File: src/rtl/tcp_conn_ctrl_if.sv
`default_nettype none
// ============================================================================
//  Module   : tcp_conn_ctrl_if
//  Purpose  : Bundles the decoded-segment inputs, the transmit request
//             handshake and the application/status outputs of tcp_conn_ctrl.
//  Revision : 1.0 - initial release
// ============================================================================
interface tcp_conn_ctrl_if;
    // Decoded segment from tcp_decode
    logic        rx_done;
    logic        rx_err;
    logic [15:0] rx_sport;
    logic [15:0] rx_dport;
    logic [31:0] rx_seq;
    logic [31:0] rx_ack;
    logic [7:0]  rx_flags;
    logic [31:0] rx_ip_sa;
    logic [15:0] rx_payload_len;

    // Response request towards the transmit path
    logic        tx_req;
    logic        tx_ack;
    logic [7:0]  tx_flags;
    logic [31:0] tx_seq;
    logic [31:0] tx_acknum;
    logic [15:0] tx_dport;
    logic [31:0] tx_da;

    // Application and status
    logic        app_valid;
    logic [15:0] app_len;
    logic [1:0]  conn_state;
    logic [7:0]  drop_count;

    // Environment side: decoder, transmit path and application
    modport master (
        output rx_done, rx_err, rx_sport, rx_dport, rx_seq, rx_ack,
               rx_flags, rx_ip_sa, rx_payload_len, tx_ack,
        input  tx_req, tx_flags, tx_seq, tx_acknum, tx_dport, tx_da,
               app_valid, app_len, conn_state, drop_count
    );

    // Connection controller side
    modport slave (
        input  rx_done, rx_err, rx_sport, rx_dport, rx_seq, rx_ack,
               rx_flags, rx_ip_sa, rx_payload_len, tx_ack,
        output tx_req, tx_flags, tx_seq, tx_acknum, tx_dport, tx_da,
               app_valid, app_len, conn_state, drop_count
    );
endinterface
`default_nettype wire

File: src/rtl/tcp_conn_ctrl.sv
`default_nettype none
// ============================================================================
//  Module   : tcp_conn_ctrl
//  Purpose  : Single-connection TCP server controller. Runs passive open /
//             passive close, tracks snd_nxt/rcv_nxt, requests one response
//             segment per accepted segment and reports in-order payload.
//  Revision : 1.0 - initial release
// ============================================================================
module tcp_conn_ctrl #(
    parameter logic [15:0] LOCAL_PORT = 16'd80,
    parameter logic [31:0] ISN        = 32'h0000_1000,
    parameter logic [23:0] TIMEOUT    = 24'd12_500_000
) (
    input  wire logic      clk,
    input  wire logic      rst_n,
    tcp_conn_ctrl_if.slave bus
);

    localparam logic [1:0] c_listen      = 2'd0;
    localparam logic [1:0] c_syn_rcvd    = 2'd1;
    localparam logic [1:0] c_established = 2'd2;
    localparam logic [1:0] c_last_ack    = 2'd3;

    localparam logic [7:0] c_flags_ack    = 8'h10;
    localparam logic [7:0] c_flags_finack = 8'h11;
    localparam logic [7:0] c_flags_synack = 8'h12;

    logic [1:0]  r_state;
    logic [31:0] r_snd_nxt;
    logic [31:0] r_rcv_nxt;
    logic [23:0] r_timer;
    logic        r_done_d;
    logic        r_tx_req;
    logic [7:0]  r_tx_flags;
    logic [31:0] r_tx_seq;
    logic [31:0] r_tx_acknum;
    logic [15:0] r_tx_dport;
    logic [31:0] r_tx_da;
    logic        r_app_valid;
    logic [15:0] r_app_len;
    logic [7:0]  r_drop_count;

    logic        w_fin;
    logic        w_syn;
    logic        w_rst;
    logic        w_ackf;
    logic        w_unused_flags;
    logic        w_event;
    logic        w_port_ok;
    logic        w_peer_ok;
    logic        w_qual_evt;
    logic        w_accept;
    logic        w_drop;
    logic        w_timer_on;
    logic        w_timeout;
    logic [31:0] w_rcv_data;

    logic [1:0]  w_state_nx;
    logic [31:0] w_snd_nx;
    logic [31:0] w_rcv_nx;
    logic        w_send;
    logic [7:0]  w_send_flags;
    logic [31:0] w_send_seq;
    logic [31:0] w_send_ack;
    logic        w_latch_peer;
    logic        w_app;

    assign w_fin  = bus.rx_flags[0];
    assign w_syn  = bus.rx_flags[1];
    assign w_rst  = bus.rx_flags[2];
    assign w_ackf = bus.rx_flags[4];
    // PSH/URG/ECE/CWR carry no meaning for this controller
    assign w_unused_flags = ^{bus.rx_flags[7:5], bus.rx_flags[3]};

    // A segment is seen once, on the rising edge of the level-type done flag
    assign w_event   = bus.rx_done & ~r_done_d;
    assign w_port_ok = ~bus.rx_err & (bus.rx_dport == LOCAL_PORT);
    // Outside LISTEN only the latched peer may talk to us
    assign w_peer_ok = (r_state == c_listen) |
                       ((bus.rx_ip_sa == r_tx_da) & (bus.rx_sport == r_tx_dport));
    assign w_qual_evt = w_event & w_port_ok & w_peer_ok;
    // A busy request slot discards the segment rather than queueing it
    assign w_accept   = w_qual_evt & ~r_tx_req;
    assign w_drop     = w_event & (~(w_port_ok & w_peer_ok) | r_tx_req);

    assign w_timer_on = (r_state == c_syn_rcvd) | (r_state == c_last_ack);
    // A qualified segment in the same cycle takes priority over the timeout
    assign w_timeout  = w_timer_on & (r_timer == (TIMEOUT - 24'd1)) & ~w_qual_evt;
    assign w_rcv_data = r_rcv_nxt + {16'd0, bus.rx_payload_len};

    // Next-state, sequence tracking and response selection for one segment
    always_comb begin
        w_state_nx   = r_state;
        w_snd_nx     = r_snd_nxt;
        w_rcv_nx     = r_rcv_nxt;
        w_send       = 1'b0;
        w_send_flags = c_flags_ack;
        w_send_seq   = r_snd_nxt;
        w_send_ack   = r_rcv_nxt;
        w_latch_peer = 1'b0;
        w_app        = 1'b0;
        if (w_accept) begin
            case (r_state)
                c_listen: begin
                    if (w_syn & ~w_ackf & ~w_rst) begin
                        w_latch_peer = 1'b1;
                        w_rcv_nx     = bus.rx_seq + 32'd1;
                        w_send       = 1'b1;
                        w_send_flags = c_flags_synack;
                        w_send_seq   = ISN;
                        w_send_ack   = bus.rx_seq + 32'd1;
                        w_snd_nx     = ISN + 32'd1;
                        w_state_nx   = c_syn_rcvd;
                    end
                end
                c_syn_rcvd: begin
                    if (w_rst) begin
                        w_state_nx = c_listen;
                    end else if (w_ackf && (bus.rx_ack == r_snd_nxt)) begin
                        w_state_nx = c_established;
                    end
                end
                c_established: begin
                    if (w_rst) begin
                        w_state_nx = c_listen;
                    end else if (bus.rx_seq != r_rcv_nxt) begin
                        // Out-of-order or duplicate: re-advertise what we expect
                        w_send = 1'b1;
                    end else begin
                        w_app = (bus.rx_payload_len != 16'd0);
                        if (w_fin) begin
                            w_rcv_nx     = w_rcv_data + 32'd1;
                            w_send       = 1'b1;
                            w_send_flags = c_flags_finack;
                            w_send_ack   = w_rcv_data + 32'd1;
                            w_snd_nx     = r_snd_nxt + 32'd1;
                            w_state_nx   = c_last_ack;
                        end else if (bus.rx_payload_len != 16'd0) begin
                            w_rcv_nx   = w_rcv_data;
                            w_send     = 1'b1;
                            w_send_ack = w_rcv_data;
                        end
                    end
                end
                default: begin
                    if ((w_ackf && (bus.rx_ack == r_snd_nxt)) || w_rst) begin
                        w_state_nx = c_listen;
                    end else if (w_fin) begin
                        // Peer missed our FIN|ACK: resend it with the original seq
                        w_send       = 1'b1;
                        w_send_flags = c_flags_finack;
                        w_send_seq   = r_snd_nxt - 32'd1;
                    end
                end
            endcase
        end else if (w_timeout) begin
            w_state_nx = c_listen;
        end
        if ((w_state_nx == c_listen) && (r_state != c_listen)) begin
            w_snd_nx = ISN;
        end
    end

    // Connection state, sequence numbers, timer and edge detector
    always_ff @(posedge clk or negedge rst_n) begin
        if (!rst_n) begin
            r_state   <= c_listen;
            r_snd_nxt <= ISN;
            r_rcv_nxt <= 32'd0;
            r_timer   <= 24'd0;
            r_done_d  <= 1'b0;
        end else begin
            r_state   <= w_state_nx;
            r_snd_nxt <= w_snd_nx;
            r_rcv_nxt <= w_rcv_nx;
            r_done_d  <= bus.rx_done;
            if ((w_state_nx != r_state) || w_qual_evt) begin
                r_timer <= 24'd0;
            end else if (w_timer_on) begin
                r_timer <= r_timer + 24'd1;
            end
        end
    end

    // Response request handshake and latched peer address
    always_ff @(posedge clk or negedge rst_n) begin
        if (!rst_n) begin
            r_tx_req    <= 1'b0;
            r_tx_flags  <= 8'd0;
            r_tx_seq    <= 32'd0;
            r_tx_acknum <= 32'd0;
            r_tx_dport  <= 16'd0;
            r_tx_da     <= 32'd0;
        end else begin
            if (w_send) begin
                r_tx_req    <= 1'b1;
                r_tx_flags  <= w_send_flags;
                r_tx_seq    <= w_send_seq;
                r_tx_acknum <= w_send_ack;
            end else if (r_tx_req && bus.tx_ack) begin
                r_tx_req <= 1'b0;
            end
            if (w_latch_peer) begin
                r_tx_dport <= bus.rx_sport;
                r_tx_da    <= bus.rx_ip_sa;
            end
        end
    end

    // Application payload pulse and saturating drop counter
    always_ff @(posedge clk or negedge rst_n) begin
        if (!rst_n) begin
            r_app_valid  <= 1'b0;
            r_app_len    <= 16'd0;
            r_drop_count <= 8'd0;
        end else begin
            r_app_valid <= w_app;
            if (w_app) begin
                r_app_len <= bus.rx_payload_len;
            end
            if (w_drop && (r_drop_count != 8'hFF)) begin
                r_drop_count <= r_drop_count + 8'd1;
            end
        end
    end

    assign bus.tx_req     = r_tx_req;
    assign bus.tx_flags   = r_tx_flags;
    assign bus.tx_seq     = r_tx_seq;
    assign bus.tx_acknum  = r_tx_acknum;
    assign bus.tx_dport   = r_tx_dport;
    assign bus.tx_da      = r_tx_da;
    assign bus.app_valid  = r_app_valid;
    assign bus.app_len    = r_app_len;
    assign bus.conn_state = r_state;
    assign bus.drop_count = r_drop_count;

endmodule
`default_nettype wire

File: src/flat_wrapper.sv
// flat-port wrapper written by rule: the top's interface ports become plain ports
module tcp_conn_ctrl_flat 
#(
    parameter logic [15:0] LOCAL_PORT = 16'd80,
    parameter logic [31:0] ISN        = 32'h0000_1000,
    parameter logic [23:0] TIMEOUT    = 24'd12_500_000
)
  (clk, rst_n, bus_rx_done, bus_rx_err, bus_rx_sport, bus_rx_dport, bus_rx_seq, bus_rx_ack, bus_rx_flags, bus_rx_ip_sa, bus_rx_payload_len, bus_tx_ack, bus_tx_req, bus_tx_flags, bus_tx_seq, bus_tx_acknum, bus_tx_dport, bus_tx_da, bus_app_valid, bus_app_len, bus_conn_state, bus_drop_count);
  tcp_conn_ctrl_if bus_i ();
  input  wire logic clk;
  input  wire logic rst_n;
  input wire logic [$bits(bus_i.rx_done)-1:0] bus_rx_done;
  input wire logic [$bits(bus_i.rx_err)-1:0] bus_rx_err;
  input wire logic [$bits(bus_i.rx_sport)-1:0] bus_rx_sport;
  input wire logic [$bits(bus_i.rx_dport)-1:0] bus_rx_dport;
  input wire logic [$bits(bus_i.rx_seq)-1:0] bus_rx_seq;
  input wire logic [$bits(bus_i.rx_ack)-1:0] bus_rx_ack;
  input wire logic [$bits(bus_i.rx_flags)-1:0] bus_rx_flags;
  input wire logic [$bits(bus_i.rx_ip_sa)-1:0] bus_rx_ip_sa;
  input wire logic [$bits(bus_i.rx_payload_len)-1:0] bus_rx_payload_len;
  input wire logic [$bits(bus_i.tx_ack)-1:0] bus_tx_ack;
  output wire logic [$bits(bus_i.tx_req)-1:0] bus_tx_req;
  output wire logic [$bits(bus_i.tx_flags)-1:0] bus_tx_flags;
  output wire logic [$bits(bus_i.tx_seq)-1:0] bus_tx_seq;
  output wire logic [$bits(bus_i.tx_acknum)-1:0] bus_tx_acknum;
  output wire logic [$bits(bus_i.tx_dport)-1:0] bus_tx_dport;
  output wire logic [$bits(bus_i.tx_da)-1:0] bus_tx_da;
  output wire logic [$bits(bus_i.app_valid)-1:0] bus_app_valid;
  output wire logic [$bits(bus_i.app_len)-1:0] bus_app_len;
  output wire logic [$bits(bus_i.conn_state)-1:0] bus_conn_state;
  output wire logic [$bits(bus_i.drop_count)-1:0] bus_drop_count;
  assign bus_i.rx_done = bus_rx_done;
  assign bus_i.rx_err = bus_rx_err;
  assign bus_i.rx_sport = bus_rx_sport;
  assign bus_i.rx_dport = bus_rx_dport;
  assign bus_i.rx_seq = bus_rx_seq;
  assign bus_i.rx_ack = bus_rx_ack;
  assign bus_i.rx_flags = bus_rx_flags;
  assign bus_i.rx_ip_sa = bus_rx_ip_sa;
  assign bus_i.rx_payload_len = bus_rx_payload_len;
  assign bus_i.tx_ack = bus_tx_ack;
  assign bus_tx_req = bus_i.tx_req;
  assign bus_tx_flags = bus_i.tx_flags;
  assign bus_tx_seq = bus_i.tx_seq;
  assign bus_tx_acknum = bus_i.tx_acknum;
  assign bus_tx_dport = bus_i.tx_dport;
  assign bus_tx_da = bus_i.tx_da;
  assign bus_app_valid = bus_i.app_valid;
  assign bus_app_len = bus_i.app_len;
  assign bus_conn_state = bus_i.conn_state;
  assign bus_drop_count = bus_i.drop_count;
  tcp_conn_ctrl #(.LOCAL_PORT(LOCAL_PORT), .ISN(ISN), .TIMEOUT(TIMEOUT)) u_core (.clk(clk), .rst_n(rst_n), .bus(bus_i));
endmodule
File: config.mk
export PLATFORM = sky130hd
export DESIGN_NAME = tcp_conn_ctrl_flat
export DESIGN_NICKNAME = d
export VERILOG_FILES = /design/src/rtl/tcp_conn_ctrl_if.sv /design/src/rtl/tcp_conn_ctrl.sv /design/src/flat_wrapper.sv
export SDC_FILE = /design/constraint.sdc
export NUM_CORES = 1
export LEC_CHECK = 0
export BUFFER_PORTS_ARGS = -buffer_cell sky130_fd_sc_hd__buf_2
export CAP_MARGIN = 5
export CORE_ASPECT_RATIO = 0.9
export CORE_MARGIN = 2
export CORE_UTILIZATION = 35
export CTS_BUF_LIST = sky130_fd_sc_hd__clkbuf_2
export DETAILED_ROUTE_END_ITERATION = 12
export PLACE_DENSITY = 0.63
export SYNTH_ARGS = -nofsm -noshare
export SYNTH_HDL_FRONTEND = slang
export SYNTH_SLANG_ARGS = --single-unit
File: constraint.sdc
create_clock -name clk -period 6.05 [get_ports clk]
set_input_delay 1.21 -clock clk [delete_from_list [all_inputs] [get_ports clk]]
set_output_delay 1.21 -clock clk [all_outputs]
set_load 0.01 [all_outputs]
==> results of run 1 <==
kinds of logic (layout without fill, tap and decap cells):
| logic type | Yosys count | count (layout) | share of synthesized area, % |
|---|---|---|---|
| compound gates | 371 | 371 | 15.3 |
| xor+xnor | 226 | 226 | 12.2 |
| fa+ha+maj | 27 | 27 | 2.13 |
| buf+inv | 157 | 500 | 3.85 |
| flops | 232 | 232 | 35.8 |
| mux | 54 | 54 | 3.71 |
| other cells | 1 | 10 | 0.0231 |
| simple gates | 886 | 886 | 27.0 |
final timing paths:
check                                        start                  endpoint  slack (ns)  depth (start not counted)
setup / recovery               u_core.r_rcv_nxt[0]  u_core.bus.tx_acknum[28]        1.19                         14
hold / removal                               rst_n       u_core.bus.tx_da[8]        0.27                          1
setup reg to reg               u_core.r_rcv_nxt[0]  u_core.bus.tx_acknum[28]        1.19                         14
hold reg to reg            u_core.bus.tx_acknum[8]   u_core.bus.tx_acknum[8]        0.48                          2
max in group asynchronous                    rst_n      u_core.r_snd_nxt[12]        4.56                          2
min in group clk                       bus_rx_done           u_core.r_done_d        0.33                          1
metrics by stage:
stage / power [W] / std cells / utilization (%) / setup slack (ns)
floorplan: 0.00177 / 1958 / - / 1.08
global placement: 0.00195 / 2791 / 40.4 / 0.508
detailed placement: 0.00195 / 2791 / 40.4 / 0.490
CTS: 0.00323 / 2909 / 41.8 / 1.36
global route: 0.00334 / 2912 / 41.8 / 1.04
finish: 0.00317 / 2914 / 41.8 / 1.19
routing by layer:
metal | GRT usage (%) | vias to the layer above | share of wire (%)
met1 | 33.3 | 7754 | 43
met4 | 7.85 | 0 | 2.6
met3 | 7.40 | 99 | 10
met5 | 0 | - | 0
met2 | 38.5 | 782 | 44
li1 | - | 7603 | -
registers in the layout, summed over array words and instances, names as in the netlist, 2 cells and up:
register,cells
u_core.bus.tx_acknum,32
u_core.bus.tx_flags,3
u_core.bus.tx_seq,32
u_core.bus.app_len,16
u_core.r_snd_nxt,32
u_core.bus.conn_state,2
u_core.bus.tx_dport,16
u_core.r_rcv_nxt,32
u_core.bus.drop_count,8
u_core.r_timer,24
u_core.bus.tx_da,32
worst reg2reg max path, delay by kind of cell, from the launching register on:
family | cells | cell delay (ns)
compound gates | 4 | 1.06
xor+xnor | 1 | 0.47
buf+inv | 1 | 0.07
fa+ha+maj | 2 | 0.66
mux | 1 | 0.15
simple gates | 5 | 1.87
flops | 1 | 0.51
where the power goes:
part,leakage [nW],internal [W],switching (W)
Combinational,5.09,0.000129,0.000203
Sequential,3.20,0.00157,0.0000242
Clock,0.451,0.000495,0.000752
Total,8.75,0.00219,0.000980
cell type report:
type	instances	share of cell area [%]
diodes	5	0.0657
clock buffers	90	2.36
clock inverters	28	0.906
inverters	40	0.788
multi-input cells	1569	51.7
flip-flops and latches	232	30.5
well taps	608	3.99
repair buffers	342	9.72
cells in the final DEF (no fill, tap or decap), types with 22 or more instances in the layout:
master,netlist,final
sky130_fd_sc_hd__nor4_1,42,42
sky130_fd_sc_hd__mux2_2,45,45
sky130_fd_sc_hd__nor2_1,174,173
sky130_fd_sc_hd__xnor2_1,149,149
sky130_fd_sc_hd__dfrtp_1,231,231
sky130_fd_sc_hd__buf_4,6,46
sky130_fd_sc_hd__inv_1,40,40
sky130_fd_sc_hd__a21oi_1,97,97
sky130_fd_sc_hd__o21a_1,24,24
sky130_fd_sc_hd__and3_1,28,28
sky130_fd_sc_hd__nand3_1,76,75
sky130_fd_sc_hd__nor4b_1,22,22
sky130_fd_sc_hd__nand2_1,304,304
sky130_fd_sc_hd__ha_1,26,26
sky130_fd_sc_hd__clkbuf_2,0,90
sky130_fd_sc_hd__buf_2,11,294
sky130_fd_sc_hd__nand4_1,73,73
sky130_fd_sc_hd__xor2_1,77,77
sky130_fd_sc_hd__o21ai_0,78,77
sky130_fd_sc_hd__nor3_1,48,47
==> reports/results.txt, run 1 <==
result of the run -> completed
cell-by-cell trace of the critical path -> ha_1, inv_1, fa_1, nand2b_1, a211o_1, a21oi_1, o21bai_1, xnor2_1, nor4b_1, nand4_1, or4_1, nand3_1, a22o_1, mux2_2
wire length of the first global-routing pass -> 93.0 mm
critical path startpoint category -> flop
hold buffer count at cts -> 0
post_cts resized -> 0
CP delay by family, top -> simple AND/OR/NAND/NOR gates
post-route design area -> 19100 um^2
Floorplan Core Area -> 45600 um^2
CTS tree -> built
area taken by flip-flops and latches -> 5810 um^2
Boundary Pins -> 305
most area-consuming cells after synthesis -> sky130_fd_sc_hd__dfrtp_1 36%, sky130_fd_sc_hd__xnor2_1 8.0%, sky130_fd_sc_hd__nand2_1 7.0%
wirelength, routed -> 60.4 mm
Avg WL per Cell -> 20.7 um
DRT antenna net count -> 0
initial antenna violation count -> 4
sequential share of the synthesized area -> 35.8%
min Tclk post-route -> 4.86 ns
Chip Height -> 208 um
maxcap violations -> 0
vias after detailed routing -> 16238
# nets final -> 2438
max-slew headroom at the worst pin -> 12.2%
critical path arrival -> 5.77 ns
synth cell count leaders -> 304 x sky130_fd_sc_hd__nand2_1, 231 x sky130_fd_sc_hd__dfrtp_1, 174 x sky130_fd_sc_hd__nor2_1, 149 x sky130_fd_sc_hd__xnor2_1, 99 x sky130_fd_sc_hd__clkbuf_1
TritonCTS Buffers -> 69
FILL cells -> 4687
IO buf count -> 295
deepest level of the CTS H-tree -> 3
Remaining Overflow, GRT -> 0
share of post-route cells with drive strength above 1 -> 23.2%
effective utilization at floorplan -> 35.6%
required time of the critical path -> 6.96 ns
post-synthesis instance area -> 16200 um^2
FF+latch count, synth -> 232
number of enable-type register cells in the synthesized netlist -> 0
post-route clock skew -> 0.116 ns
Leak -> 8.75 nW
Via-to-Cell Ratio -> 5.57
area growth from synthesis to final layout -> 17.4%
buffer and inverter count on the worst path -> 1
Setup Fix Bufs, Post-CTS -> 0
number of core rows -> 74
Fin Hold WS -> 0.271 ns
unrepaired setup endpoints after global routing -> false
number of global-route vias before repair -> 15843
Tightest Pin Transition -> 1.31 ns
Post-DP HPWL -> 45.7 mm
final setup fails -> 0
clock tree sinks -> 232
highest attainable clock frequency -> 0.206 GHz
Die X-Extent -> 231 um
cell area after placement -> 18400 um^2
gate count after technology mapping -> 1954
Syn. warnings -> 0
CTS Root Cell -> sky130_fd_sc_hd__clkbuf_2
pin count of the biggest net entering global routing -> 106
Skew-Pair Late Insertion Delay -> 1.04 ns
start-to-end type of the worst setup path -> flop to flop
DIE AREA -> 48100 um^2
portion of the clock cycle consumed by the worst path in the final layout -> 80.4%
proportion of synthesized flip-flops having asynchronous set or reset -> 100%
syn_area_per_cell -> 8.31 um^2
count of unique library cells instantiated by Yosys -> 97
clock input transition at the sequential cells of the worst setup and hold paths -> 0.11 ns
Critical Path Sink Type -> flop
top cell type's share of synthesized area -> 35.6%
TritonRoute pass-1 iters -> 6
Multi-input gate area -> 9850 um^2
drt initial violations -> 1448
Max Buffers Root-to-Sink -> 3
type of the tightest min-delay check -> input pin to async pin
RD Place Congestion -> 0.964
peak supply drop -> 131 uV
top flip-flop cell by instance count after synthesis -> sky130_fd_sc_hd__dfrtp_1
count of pins over their slew limit -> 0
most used standard cell by instance count after synthesis -> sky130_fd_sc_hd__nand2_1
setup total negative slack -> 0 ns
delay of the slowest cell on the worst path -> 0.58 ns
hold violation total from the final report -> 0
cell at the slowest stage of the critical path -> sky130_fd_sc_hd__or4_1
maximum fanout along the worst path -> 8
Yosys top cell by area -> sky130_fd_sc_hd__dfrtp_1
drt drc -> 0
PD cells -> 167 nW/um^2
total global-route track usage -> 24.9%
No activity file was read; power rests on OpenSTA's default activity.
==> run 2, diff against run 1 <==
clock period = 5 ns   (was 6.05 ns; I/O delays follow)
==> reports/results.txt, run 2 (same netlist as run 1, synthesis figures left out) <==
result of the run -> completed
most frequent standard cell in the layout excluding fill and tap cells -> sky130_fd_sc_hd__nand2_1
type of the tightest min-delay check -> input pin to flop
required time of the critical path -> 5.87 ns
CTS Root Cell -> sky130_fd_sc_hd__clkbuf_2
final setup fails -> 0
Boundary Pins -> 305
clock tree sinks -> 232
Post-DP HPWL -> 47.2 mm
Leak -> 9.10 nW
CTS tree -> built
total power -> 0.00402 W
delay of the slowest cell on the worst path -> 0.52 ns
maximum fanout along the worst path -> 5
Die X-Extent -> 231 um
portion of the clock cycle consumed by the worst path in the final layout -> 92.6%
number of global-route vias before repair -> 16235
cell area after placement -> 18900 um^2
TritonCTS Buffers -> 71
cell-by-cell trace of the critical path -> ha_1, inv_1, fa_1, nand2b_1, a211o_1, a21oi_1, o21bai_1, or4_1, a32oi_1, nand3_1, or4b_1, nor3b_1, or3_4, mux2_4
highest attainable clock frequency -> 0.216 GHz
RD Place Congestion -> 0.968
# nets final -> 2503
max-slew headroom at the worst pin -> 34.4%
pin count of the biggest net entering global routing -> 113
met2 layer usage reported by global route -> 37.9%
TritonRoute pass-1 iters -> 7
deepest level of the CTS H-tree -> 3
commonest non-fill, non-tap cells in the layout -> 304 x sky130_fd_sc_hd__nand2_1, 294 x sky130_fd_sc_hd__buf_2, 231 x sky130_fd_sc_hd__dfrtp_1, 173 x sky130_fd_sc_hd__nor2_1, 149 x sky130_fd_sc_hd__xnor2_1
wire length of the first global-routing pass -> 95.0 mm
Chip Height -> 208 um
# placed instances -> 2852
Most Used Layer, Global Route -> met2
peak supply drop -> 214 uV
Fin Hold WS -> 0.181 ns
drt initial violations -> 1597
Tightest Pin Transition -> 0.980 ns
critical path startpoint category -> flop
fin worst setup slack -> 0.371 ns
count of pins over their slew limit -> 0
CP delay by family, top -> simple AND/OR/NAND/NOR gates
buffer and inverter count on the worst path -> 1
Floorplan Core Area -> 45600 um^2
number of core rows -> 74
cell at the slowest stage of the critical path -> sky130_fd_sc_hd__dfrtp_1
final non-filler cell total -> 2970
clock input transition at the sequential cells of the worst setup and hold paths -> 0.10 ns
DIE AREA -> 48100 um^2
Skew-Pair Late Insertion Delay -> 1.03 ns
initial antenna violation count -> 3
Setup Fix Bufs, Post-CTS -> 0
IO buf count -> 295
Critical Path Sink Type -> flop
start-to-end type of the worst setup path -> flop to flop
post-route clock skew -> 0.0784 ns
post-route design area -> 19600 um^2
PD cells -> 205 nW/um^2
met3 global-route usage -> 6.98%
maxcap violations -> 0
effective utilization at floorplan -> 35.6%
Avg WL per Cell -> 20.7 um
hold violation total from the final report -> 0
DRT antenna net count -> 0
critical path arrival -> 5.50 ns
Via-to-Cell Ratio -> 5.56
share of post-route cells with drive strength above 1 -> 25.5%
wirelength, routed -> 61.5 mm
vias after detailed routing -> 16512
area growth from synthesis to final layout -> 20.8%
drt drc -> 0
met1 layer usage reported by global route -> 34.9%
unrepaired setup endpoints after global routing -> false
worst-case setup slack after placement -> -0.138 ns
total global-route track usage -> 25.5%
Max Buffers Root-to-Sink -> 3
min Tclk post-route -> 4.63 ns
Remaining Overflow, GRT -> 0
[run 2: cell count changes in the layout (fill, tap and decap cells not counted)]
cell	previous run	this run
sky130_fd_sc_hd__clkinvlp_4	3	0
sky130_fd_sc_hd__buf_12	1	3
sky130_fd_sc_hd__dlygate4sd3_1	0	2
sky130_fd_sc_hd__inv_2	2	1
sky130_fd_sc_hd__clkinv_1	18	8
sky130_fd_sc_hd__clkbuf_2	90	98
sky130_fd_sc_hd__clkinv_2	3	2
sky130_fd_sc_hd__diode_2	5	2
sky130_fd_sc_hd__bufinv_16	2	5
sky130_fd_sc_hd__buf_4	46	105
[run 2: what timing repair did]
action,CTS,global route
hold buffers,2,0
resized for setup,0,0
hold endpoints to repair,34,0
[run 2: where the power goes]
| group | total [W] | switching [W] | internal (W) |
|---|---|---|---|
| Combinational | 0.000418 | 0.000252 | 0.000166 |
| Sequential | 0.00193 | 0.0000287 | 0.00190 |
| Clock | 0.00168 | 0.000899 | 0.000776 |
[run 2: worst register-to-register path, cell delays in order (launching register included)]
cell and delay [ns]:
sky130_fd_sc_hd__dfrtp_1 0.52, sky130_fd_sc_hd__ha_1 0.25, sky130_fd_sc_hd__inv_1 0.06, sky130_fd_sc_hd__fa_1 0.38, sky130_fd_sc_hd__nand2b_1 0.18, sky130_fd_sc_hd__a211o_1 0.35, sky130_fd_sc_hd__a21oi_1 0.20, sky130_fd_sc_hd__o21bai_1 0.22
sky130_fd_sc_hd__or4_1 0.51, sky130_fd_sc_hd__a32oi_1 0.39, sky130_fd_sc_hd__nand3_1 0.16, sky130_fd_sc_hd__or4b_1 0.52, sky130_fd_sc_hd__nor3b_1 0.17, sky130_fd_sc_hd__or3_4 0.36, sky130_fd_sc_hd__mux2_4 0.26
[run 2: area by class of cell]
| cell class | instances | area, um^2 |
|---|---|---|
| well taps | 608 | 761 |
| repair buffers | 405 | 2350 |
| fillers | 4732 | 25900 |
| clock buffers | 98 | 490 |
| diodes | 2 | 5.00 |
| multi-input cells | 1569 | 9850 |
| clock inverters | 16 | 194 |
| inverters | 40 | 150 |
| flip-flops and latches | 232 | 5810 |
[run 2: worst paths after layout]
path	startpoint	end	slack, ns	cells past startpoint
max	u_core.r_rcv_nxt[0]	u_core.bus.tx_acknum[31]	0.37	14
min	bus_tx_ack	u_core.bus.tx_req	0.18	2
max reg2reg	u_core.r_rcv_nxt[0]	u_core.bus.tx_acknum[31]	0.37	14
min reg2reg	u_core.bus.tx_flags[4]	u_core.bus.tx_flags[4]	0.48	1
max in group asynchronous	rst_n	u_core.bus.tx_seq[6]	3.25	3
min in group asynchronous	rst_n	u_core.bus.tx_da[8]	0.65	2
[run 2: per-layer routing]
| metal | vias up | wire length, um |
|---|---|---|
| li1 | 7724 | - |
| met1 | 7890 | 27300 |
| met2 | 781 | 26500 |
| met3 | 115 | 5640 |
| met4 | 2 | 2070 |
| met5 | - | 13 |
[run 2: through the flow]
stage	util, %	setup TNS [ns]
finish	43.0	0
CTS	43.0	0
global route	43.0	0
global placement	41.5	-0.127
detailed placement	41.5	-0.138
floorplan	-	0
==> run 3, diff against run 2 <==
CORE_UTILIZATION = 50   (was 35)
PLACE_DENSITY = 0.81   (was 0.63)
SKIP_CTS_REPAIR_TIMING = 1   (was unset)
==> reports/results.txt, run 3 (same netlist as run 1, synthesis figures left out) <==
deepest level of the CTS H-tree -> 2
clock input transition at the sequential cells of the worst setup and hold paths -> 0.12 ns
CTS tree -> built
commonest non-fill, non-tap cells in the layout -> 304 x sky130_fd_sc_hd__nand2_1, 294 x sky130_fd_sc_hd__buf_2, 231 x sky130_fd_sc_hd__dfrtp_1, 173 x sky130_fd_sc_hd__nor2_1, 149 x sky130_fd_sc_hd__xnor2_1
TritonCTS Buffers -> 61
pin count of the biggest net entering global routing -> 124
drt drc -> 0
Fin Hold WS -> 0.0461 ns
Die X-Extent -> 194 um
maximum fanout along the worst path -> 6
Post-DP HPWL -> 44.7 mm
# nets final -> 2499
total power -> 0.00371 W
Chip Height -> 175 um
critical path arrival -> 5.64 ns
peak supply drop -> 162 uV
min Tclk post-route -> 4.84 ns
Avg WL per Cell -> 21.0 um
total global-route track usage -> 33.7%
vias after detailed routing -> 16938
count of pins over their slew limit -> 0
initial antenna violation count -> 2
Floorplan Core Area -> 32000 um^2
most frequent standard cell in the layout excluding fill and tap cells -> sky130_fd_sc_hd__nand2_1
Critical Path Sink Type -> flop
Remaining Overflow, GRT -> 0
Skew-Pair Late Insertion Delay -> 0.98 ns
clock tree sinks -> 232
drt initial violations -> 1822
share of post-route cells with drive strength above 1 -> 25.3%
RD Place Congestion -> 1.02
start-to-end type of the worst setup path -> flop to flop
portion of the clock cycle consumed by the worst path in the final layout -> 96.8%
type of the tightest min-delay check -> input pin to async pin
unrepaired setup endpoints after global routing -> false
maxcap violations -> 0
IO buf count -> 295
Leak -> 9.04 nW
post-route design area -> 19300 um^2
TritonRoute pass-1 iters -> 10
highest attainable clock frequency -> 0.207 GHz
post-route clock skew -> 0.0809 ns
Max Buffers Root-to-Sink -> 3
CTS Root Cell -> sky130_fd_sc_hd__clkbuf_2
Via-to-Cell Ratio -> 6.10
DRT antenna net count -> 0
worst-case setup slack after placement -> -0.222 ns
# placed instances -> 2668
max-slew headroom at the worst pin -> 24.2%
PD cells -> 193 nW/um^2
hold violation total from the final report -> 0
final setup fails -> 0
wire length of the first global-routing pass -> 90.3 mm
result of the run -> completed
number of core rows -> 62
area growth from synthesis to final layout -> 18.6%
Boundary Pins -> 305
effective utilization at floorplan -> 50.8%
critical path startpoint category -> flop
DIE AREA -> 33900 um^2
fin worst setup slack -> 0.160 ns
cell area after placement -> 18700 um^2
number of global-route vias before repair -> 16245
Tightest Pin Transition -> 1.14 ns
final non-filler cell total -> 2775
required time of the critical path -> 5.80 ns
wirelength, routed -> 58.2 mm
-- run 3: cell types whose count changed in the layout (fill, tap and decap cells not counted), moves of 2 or more --
cell                            before  now
sky130_fd_sc_hd__clkbuf_2           98   86
sky130_fd_sc_hd__buf_4             105  114
sky130_fd_sc_hd__clkinv_1            8   13
sky130_fd_sc_hd__bufinv_16           5    1
sky130_fd_sc_hd__dlygate4sd3_1       2    0
-- run 3: critical path, cell delays in order (launching register included) --
cell and delay, ns:
sky130_fd_sc_hd__dfrtp_1 0.53, sky130_fd_sc_hd__ha_1 0.24, sky130_fd_sc_hd__inv_1 0.06, sky130_fd_sc_hd__fa_1 0.37
sky130_fd_sc_hd__nand2b_1 0.17, sky130_fd_sc_hd__a211o_1 0.35, sky130_fd_sc_hd__a21oi_1 0.22, sky130_fd_sc_hd__o21bai_1 0.30
sky130_fd_sc_hd__or4_1 0.55, sky130_fd_sc_hd__a32oi_1 0.42, sky130_fd_sc_hd__nand3_1 0.18, sky130_fd_sc_hd__or4b_1 0.54
sky130_fd_sc_hd__nor3b_1 0.17, sky130_fd_sc_hd__or3_4 0.37, sky130_fd_sc_hd__mux2_4 0.26
-- run 3: path summary, 6_finish.rpt --
path,from,to,slack (ns),depth (start not counted)
setup reg to reg,u_core.r_rcv_nxt[0],u_core.bus.tx_acknum[31],0.16,14
max in group asynchronous,rst_n,u_core.bus.drop_count[2],3.77,2
hold / removal,rst_n,u_core.bus.tx_da[25],0.05,1
hold reg to reg,u_core.bus.tx_flags[4],u_core.bus.tx_flags[4],0.47,1
setup / recovery,u_core.r_rcv_nxt[0],u_core.bus.tx_acknum[31],0.16,14
min in group clk,bus_rx_done,u_core.r_done_d,0.20,1
-- run 3: metrics by stage --
stage,TNS (ns),util (%)
floorplan,0,-
global placement,-0.176,58.5
detailed placement,-0.239,58.5
CTS,0,60.2
global route,0,60.2
finish,0,60.2
-- run 3: routing by layer --
layer  vias to the layer above  global-route usage, %  routed length (um)
li1                       7713                      -                   -
met1                      8105                   45.8               24100
met2                       970                   52.8               25800
met3                       148                   8.16                6360
met4                         2                   11.7                1890
met5                         -                      0                  10
-- run 3: layout make-up --
class                           count  area, um^2
Clock buffer                       86         430
Timing Repair Buffer              411        2380
Tap cell                          416         520
Multi-Input combinational cell   1569        9850
Sequential cell                   232        5810
Inverter                           40         150
Clock inverter                     20         114
Antenna cell                        1        2.50
Fill cell                        2945       12700
-- run 3: power by group --
part / total [W] / switching (W) / internal [W]
clock: 0.00137 / 0.000846 / 0.000521
sequential: 0.00193 / 0.0000302 / 0.00190
combinational: 0.000417 / 0.000249 / 0.000168
total: 0.00371 / 0.00113 / 0.00259
